==> src/rtl/burst_collector_pkg.sv <==
// Shared types for burst_collector: FSM state encoding, beat count and lane index.
package burst_collector_pkg;

  typedef enum logic [1:0] {
    IDLE,
    REQ,
    DONE
  } bc_state_e;

  localparam int BEATS = 4;

  typedef logic [1:0] lane_t;

  localparam lane_t LAST_LANE = lane_t'(BEATS - 1);

endpackage

==> src/rtl/rdy_timeout_ctr.sv <==
// Per-beat stall timer: counts cycles without rdy, flags when the last allowed cycle is reached.
module rdy_timeout_ctr
  import burst_collector_pkg::*;
#(
  parameter int TIMEOUT = 15
) (
  input  logic clk,
  input  logic rst,
  input  logic clr,
  input  logic en,
  output logic expired
);

  localparam int W = $clog2(TIMEOUT + 1);

  logic [W-1:0] cnt;

  // Saturates so a long stall can never wrap back into a small count.
  always_ff @(posedge clk) begin
    if (rst || clr) begin
      cnt <= '0;
    end else if (en && (cnt != '1)) begin
      cnt <= cnt + 1'b1;
    end
  end

  assign expired = (cnt == W'(TIMEOUT - 1));

endmodule

==> src/rtl/burst_collector.sv <==
// Four-beat request sequencer and word assembler with valid/ready output.
// Define BURST_COLLECTOR_TIMEOUT_EN to add the per-beat rdy timeout abort.
module burst_collector
  import burst_collector_pkg::*;
#(
  parameter int ADDR    = 22,
  parameter int DATA    = 5,
  parameter int TIMEOUT = 15
) (
  input  logic                  clk,
  input  logic                  rst,
  input  logic                  start,
  output logic [1:0]            addr,
  input  logic [DATA-1:0]       data,
  input  logic                  rdy,
  input  logic [ADDR-1:3]       newaddr,
  output logic                  out_valid,
  input  logic                  out_ready,
  output logic [BEATS*DATA-1:0] out_data,
  output logic [ADDR-1:3]       out_addr,
  output logic                  busy,
  output logic                  err
);

  bc_state_e state;
  lane_t     lane;
  logic      expired;

`ifdef BURST_COLLECTOR_TIMEOUT_EN
  rdy_timeout_ctr #(
    .TIMEOUT(TIMEOUT)
  ) u_timer (
    .clk    (clk),
    .rst    (rst),
    .clr    ((state != REQ) || rdy),
    .en     ((state == REQ) && !rdy),
    .expired(expired)
  );
`else
  // Without the timer REQ waits forever; TIMEOUT is legal (>= 1) so this is constant 0.
  assign expired = (TIMEOUT < 0);
`endif

  // NOTE: all state uses non-blocking assignments so every register samples pre-edge values.
  always_ff @(posedge clk) begin
    if (rst) begin
      state     <= IDLE;
      lane      <= '0;
      addr      <= '0;
      busy      <= 1'b0;
      out_valid <= 1'b0;
      err       <= 1'b0;
      out_data  <= '0;
      out_addr  <= '0;
    end else begin
      err <= 1'b0;
      case (state)
        IDLE: begin
          if (start) begin
            state <= REQ;
            lane  <= '0;
            addr  <= '0;
            busy  <= 1'b1;
          end
        end
        REQ: begin
          if (rdy) begin
            out_data[lane*DATA +: DATA] <= data;
            if (lane == '0) out_addr <= newaddr;
            if (lane == LAST_LANE) begin
              state     <= DONE;
              out_valid <= 1'b1;
              addr      <= '0;
            end else begin
              lane <= lane + 1'b1;
              addr <= lane + 1'b1;
            end
          end else if (expired) begin
            // Abort keeps the partial word; it is simply never presented.
            state <= IDLE;
            busy  <= 1'b0;
            err   <= 1'b1;
            addr  <= '0;
          end
        end
        DONE: begin
          if (out_ready) begin
            state     <= IDLE;
            out_valid <= 1'b0;
            busy      <= 1'b0;
          end
        end
        default: state <= IDLE;
      endcase
    end
  end

endmodule

==> config.mk <==
export PLATFORM = sky130hd
export DESIGN_NAME = burst_collector
export DESIGN_NICKNAME = d
export VERILOG_FILES = /design/src/rtl/burst_collector_pkg.sv /design/src/rtl/rdy_timeout_ctr.sv /design/src/rtl/burst_collector.sv
export SDC_FILE = /design/constraint.sdc
export NUM_CORES = 1
export LEC_CHECK = 0
export ABC_AREA = 1
export BUFFER_PORTS_ARGS = -buffer_cell sky130_fd_sc_hd__buf_2
export CAP_MARGIN = 25
export CORE_MARGIN = 1.5
export CORE_UTILIZATION = 52
export CTS_CLUSTER_DIAMETER = 60
export CTS_CLUSTER_SIZE = 10
export DETAILED_ROUTE_END_ITERATION = 6
export PLACE_DENSITY = 0.83
export SLEW_MARGIN = 0
export SYNTH_ARGS = -nofsm -noshare
export SYNTH_HDL_FRONTEND = slang
export SYNTH_HIERARCHICAL = 1
export SYNTH_SLANG_ARGS = --single-unit
==> constraint.sdc <==
create_clock -name clk -period 2.4 [get_ports clk]
set_input_delay 0.48 -clock clk [delete_from_list [all_inputs] [get_ports clk]]
set_output_delay 0.48 -clock clk [all_outputs]
set_load 0.02 [all_outputs]
; ---- Yosys cells after proc, flatten, opt, wreduce, memory -nomap -nowiden
; Cells that the tools add are included.
[word_totals]
regBits = 47
out_inout_bits = 44
input_bits = 29
elab_cells = 51
[classes]
shifts = 2
n_addsub = 2
n_reduce_logical = 12
n_mul = 1
mux = 19
n_eq_ne = 8
[op_table]
columns = operator, count
row1 = 5-bit negator with 34-bit output, 1
row2 = "5-bit by 34-bit variable shift with 20-bit output, first input constant", 1
row3 = 5-bit by 34-bit variable part select with 20-bit output, 1
row4 = 20-bit bitwise mux, 1
row5 = 2-bit 2-to-1 mux, 9
row6 = 4-bit AND reduction, 3
row7 = "2-bit != test, second input constant", 5
row8 = 3-bit AND reduction, 3
row9 = 2-bit case mux with 2 select lines, 2
row10 = 2-bit case mux with 3 select lines, 1
row11 = 2-bit nonzero test, 3
row12 = "2-bit by 3-bit multiplier with 5-bit output, second input constant", 1
row13 = "2-bit equality test, second input constant", 2
row14 = 2-bit logical NOT, 2
row15 = 1-bit 2-to-1 mux, 4
row16 = 1-bit case mux with 2 select lines, 2
row17 = "2-bit by 1-bit adder with 2-bit output, second input constant", 1
row18 = "2-bit by 1-bit equality test with 1-bit output, second input constant", 1
row19 = 2-bit AND reduction, 1

; ---- Longest topological paths before layout
[depth]
depth_word = 4
ltp_mapped = 9
ltp_nobuf = 7

; ---- Least setup slack after synthesis
; OpenSTA, ideal clock, no wires.
[synth_timing]
path_type = register -> register
from = reg lane[0]
to = reg out_data[2]
synth_period_minus_slack_ns = 1.585
stages_incl_launch_ff = 8
t_required_ns = 2.322
path_buffers = 2
arrival_time_ns = 1.508
slack_ns = 0.815
setup_time_ns = 0.078
cell_sequence = dfxtp_1 buf_2 inv_1 ha_1 buf_2 nor2_1 a21oi_1 nor3_1
[synth_between]
elab_chain_len = 4
word_cells_on_any_way = 5
classes_between = add/sub: 1 / mul: 1 / shift: 2 / mux: 1
[synth_lines]
columns = item, line
row1 = from (decl), burst_collector.sv:26  ; lane_t lane;
row2 = from (signal assigned), burst_collector.sv:75  ; lane <= lane + 1'b1;
row3 = 2-bit by 3-bit multiplier with 5-bit output (*), burst_collector.sv:68  ; out_data[lane*DATA +: DATA] <= data;
row4 = 5-bit negator with 34-bit output (*), burst_collector.sv:68
row5 = 5-bit by 34-bit variable part select with 20-bit output or 5-bit by 34-bit variable shift with 20-bit output (tied branches), burst_collector.sv:68
row6 = 20-bit bitwise mux (*), burst_collector.sv:68
row7 = "to (signal, indexed assignment)", burst_collector.sv:68
row8 = to (decl), burst_collector.sv:19  ; output logic [BEATS*DATA-1:0] out_data,
; Mark *: on every way between the ends. The rest lies on a longest branch, timed or not.
; A chain may end at the register's enable or synchronous reset.

; ---- Worst setup path after layout
[layout_timing]
from = reg lane[0]
to = reg lane[1]
[layout_between]
elab_chain_len = 4
word_cells_on_any_way = 7
classes_between = add/sub: 1 / eq/ne: 2 / mux: 3 / reduce/logical: 1
[layout_lines]
columns = item, line
row1 = 2-bit by 1-bit adder with 2-bit output, burst_collector.sv:75
row2 = 2-bit 2-to-1 mux, burst_collector.sv:70  ; if (lane == LAST_LANE) begin
row3 = 2-bit 2-to-1 mux, burst_collector.sv:67  ; if (rdy) begin
row4 = 2-bit case mux with 2 select lines, burst_collector.sv:57  ; case (state)
; Parallel ways exist; a longest one is shown, timed or not. The select of a mux whose other input is x is not followed.

==> impl_metrics.csv <==
group,metric,value,unit
synthesis,synth_edf_count,0,
sta,post-route-period-util,78.5,%
run,cap_violations,0,
setup_path,r2r_start,"lane[0]$_SDFFE_PP0P_",
sta,rsz0062_at_grt,"false",
die,die_w,65.4,um
placement,portBuffers,71,
synthesis,synth_seq_cells,47,
detailed_routing,avgRoutedWirePerCell,11.2,um
setup_path,end_kind,"register",
die,coreArea,3690,um^2
power_and_ir_drop,power,1.80,mW
power_and_ir_drop,leakagePower,1.22,nW
clock_tree,cts-buffers-inserted,5,
synthesis,ys_async_sr_fraction,0,%
sta,tns,0,ns
synthesis,ys_seq_area_share,46.5,%
synthesis,synthTopCellsByArea,"dfxtp_1, nor2_1, nand2_1, a21oi_1, o21ai_0",
setup_path,crit_required,2.62,ns
synthesis,synth_common_cells,"nor2_1, dfxtp_1, nand2_1",
sta,slew_viol_final,0,
clock_tree,cts_sinks,47,
setup_path,crit_path_max_fanout,11,
synthesis,syn-cell-area,2020,um^2
setup_path,r2r-end,"lane[1]$_SDFFE_PP0P_",
synthesis,synth_top_area_share,46.5,%
clock_tree,clockBufferDepth,2,
die,rows,22,
placement,globalplace.congestion,0.856,
final_layout,layout.nets,371,
power_and_ir_drop,vdd.ir_drop.worst,0.591,mV
final_layout,drive_gt1_share,26.5,%
setup_path,cp_common_cell,"inv_1",
setup_path,crit_arrival,2.11,ns
synthesis,synth.largest_area_cell,"dfxtp_1",
grt,groute.usage.overall,21.4,%
power_and_ir_drop,power_density,729,nW/um^2
grt,grt_pass1_vias,1719,
die,die_h,65.4,um
synthesis,synthCells,270,
clock_tree,clk_pin_slew,0.08,ns
setup_path,crit_chain,"inv_1 -> ha_1 -> inv_1 -> nor2_1 -> nand3_1 -> a21oi_1",
grt,antenna_found_initial,0,
synthesis,syn_avg_cell_area,7.50,um^2
setup_path,rrSetupSlack,0.52,ns
final_layout,final_core_util,66.9,%
synthesis,synth_most_common_cell,"nor2_1",
sta,fin_skew,0.00380,ns
sta,period_minus_slack,1.88,ns
synthesis,yosysUniqueCellTypes,23,
detailed_routing,ant_nets,0,
die,pin_count,73,
status,outcome,"finished, final reports clean",
placement,pre_cts_slack,0.575,ns
min_path,hold_end,"out_addr[8]$_SDFFE_PP0P_",
setup_path,critPathSlowestCell,"dfxtp_1",
detailed_routing,vias,1903,
setup_path,rr_worst_depth,6,
min_path,holdPathStages,3,
grt,grt_max_degree,26,
sta,whs,0.407,ns
clock_tree,cts_resized,0,
synthesis,synth-warning-count,6,
final_layout,fillers,335,
clock_tree,clock_latency,0.29,ns
final_layout,synthToLayoutAreaGrowth,21.9,%
setup_path,cp-start-kind,"register",
sta,fmax,0.531,GHz
clock_tree,post_cts_buffers,0,
clock_tree,cts_tree,"built",
die,start_util,54.9,%
detailed_routing,viasPerCell,4.96,
placement,hpwl,3180,um
detailed_routing,wl,4290,um
final_layout,num_antenna_cells,0,
synthesis,syn_nets,305,
grt,grt_first_pass_wirelength,7170,um
setup_path,max_stage_delay,0.55,ns
detailed_routing,first_pass_iters,4,
sta,tightest_slew,0.515,ns
min_path,min-delay-start,"newaddr[8]",
clock_tree,cts_hold_buffers,0,
detailed_routing,drc,0,
synthesis,synth_flop_cell,"dfxtp_1",
die,dieArea,4280,um^2
detailed_routing,first_iter_violations,127,
sta,setup_ws,0.517,ns
clock_tree,h-tree-depth,2,
clock_tree,cts_root_buf,"clkbuf_8",
min_path,hold_path_class,"in2reg",
setup_path,crit_type,"reg2reg",
sta,slew_headroom,65.6,%
sta,hold_violations,0,
sta,setup_viol,0,
grt,grt_overflow_total,0,
## where the power goes
group	switching, mW	internal [mW]	leakage, nW
Clock	0.235	0.305	0.0513
Combinational	0.259	0.117	0.782
Sequential	0.0401	0.841	0.382
## layout make-up
| class | count | area, um^2 | share of cell area [%] |
|---|---|---|---|
| Multi-Input combinational cell | 196 | 950 | 38.5 |
| Sequential cell | 47 | 941 | 38.1 |
| Timing Repair Buffer | 71 | 355 | 14.4 |
| Clock buffer | 6 | 72.6 | 2.94 |
| Tap cell | 48 | 60.1 | 2.43 |
| Inverter | 15 | 58.8 | 2.38 |
| Clock inverter | 1 | 30.0 | 1.22 |
## worst max path at each step
stage                                    start                   endpoint  slack, ns  depth (start not counted)
after CTS                 lane[0]$_SDFFE_PP0P_       lane[1]$_SDFFE_PP0P_       0.51                          6
after detailed placement  lane[0]$_SDFFE_PP0P_   out_data[2]$_SDFFE_PP0P_       0.58                          7
final                     lane[0]$_SDFFE_PP0P_       lane[1]$_SDFFE_PP0P_       0.52                          6
after global placement    lane[0]$_SDFFE_PP0P_   out_data[2]$_SDFFE_PP0P_       0.61                          7
after global routing      lane[0]$_SDFFE_PP0P_  out_data[12]$_SDFFE_PP0P_       0.30                          6
after floorplan           lane[0]$_SDFFE_PP0P_   out_data[2]$_SDFFE_PP0P_       0.81                          7
## worst max-delay path, delay by kind of cell, from the launching register on
| kind | cells | cell delay, ns |
|---|---|---|
| DFF | 1 | 0.55 |
| AOI/OAI and AO/OA | 1 | 0.15 |
| and+or+nand+nor | 2 | 0.26 |
| buffers and inverters | 2 | 0.37 |
| adders and majority gates | 1 | 0.49 |
## sequential cells by signal, indices dropped and copies added (netlist names)
name	cells
out_data	20
out_addr	19
addr	2
lane	2
state	2
busy	1
out_valid	1
## placed cells by master, fill, tap and decap left out, drive strengths merged
cell type and instances:
clkinv 2, conb 1, nand4 2, buf 71, inv 13, nand3 17
dfxtp 47, a21oi 28, nand2 48, nor2 63, ha 6, nor3 6
clkbuf 6, bufinv 1, o21ai 25
## routing by layer
metal	global-route usage [%]	routed length, um	vias to the layer above	part of all wire [%]
met3	4.97	241	9	5.6
met5	0	0	-	0
met2	35.2	2000	47	47
met4	9.90	77	0	1.8
li1	-	-	1002	-
met1	26.5	1970	845	46
## metrics by stage
stage,cells,instance area (um^2)
6_report,384,2470
5_1_grt,384,2470
4_1_cts,384,2470
3_3_place_gp,377,2360
2_1_floorplan,270,2020
3_5_place_dp,377,2360
## kinds of logic (layout without fill, tap and decap cells)
kind of cell,after synthesis,after routing,synth area share [%]
buffers and inverters,27,93,6.61
AO/OA/AOI/OAI,53,53,13.3
flip-flops,47,47,46.5
other,1,1,0.185
adder cells (fa/ha/maj),6,6,3.71
AND/OR/NAND/NOR,136,136,29.7
No activity file was read; power rests on OpenSTA's default activity.
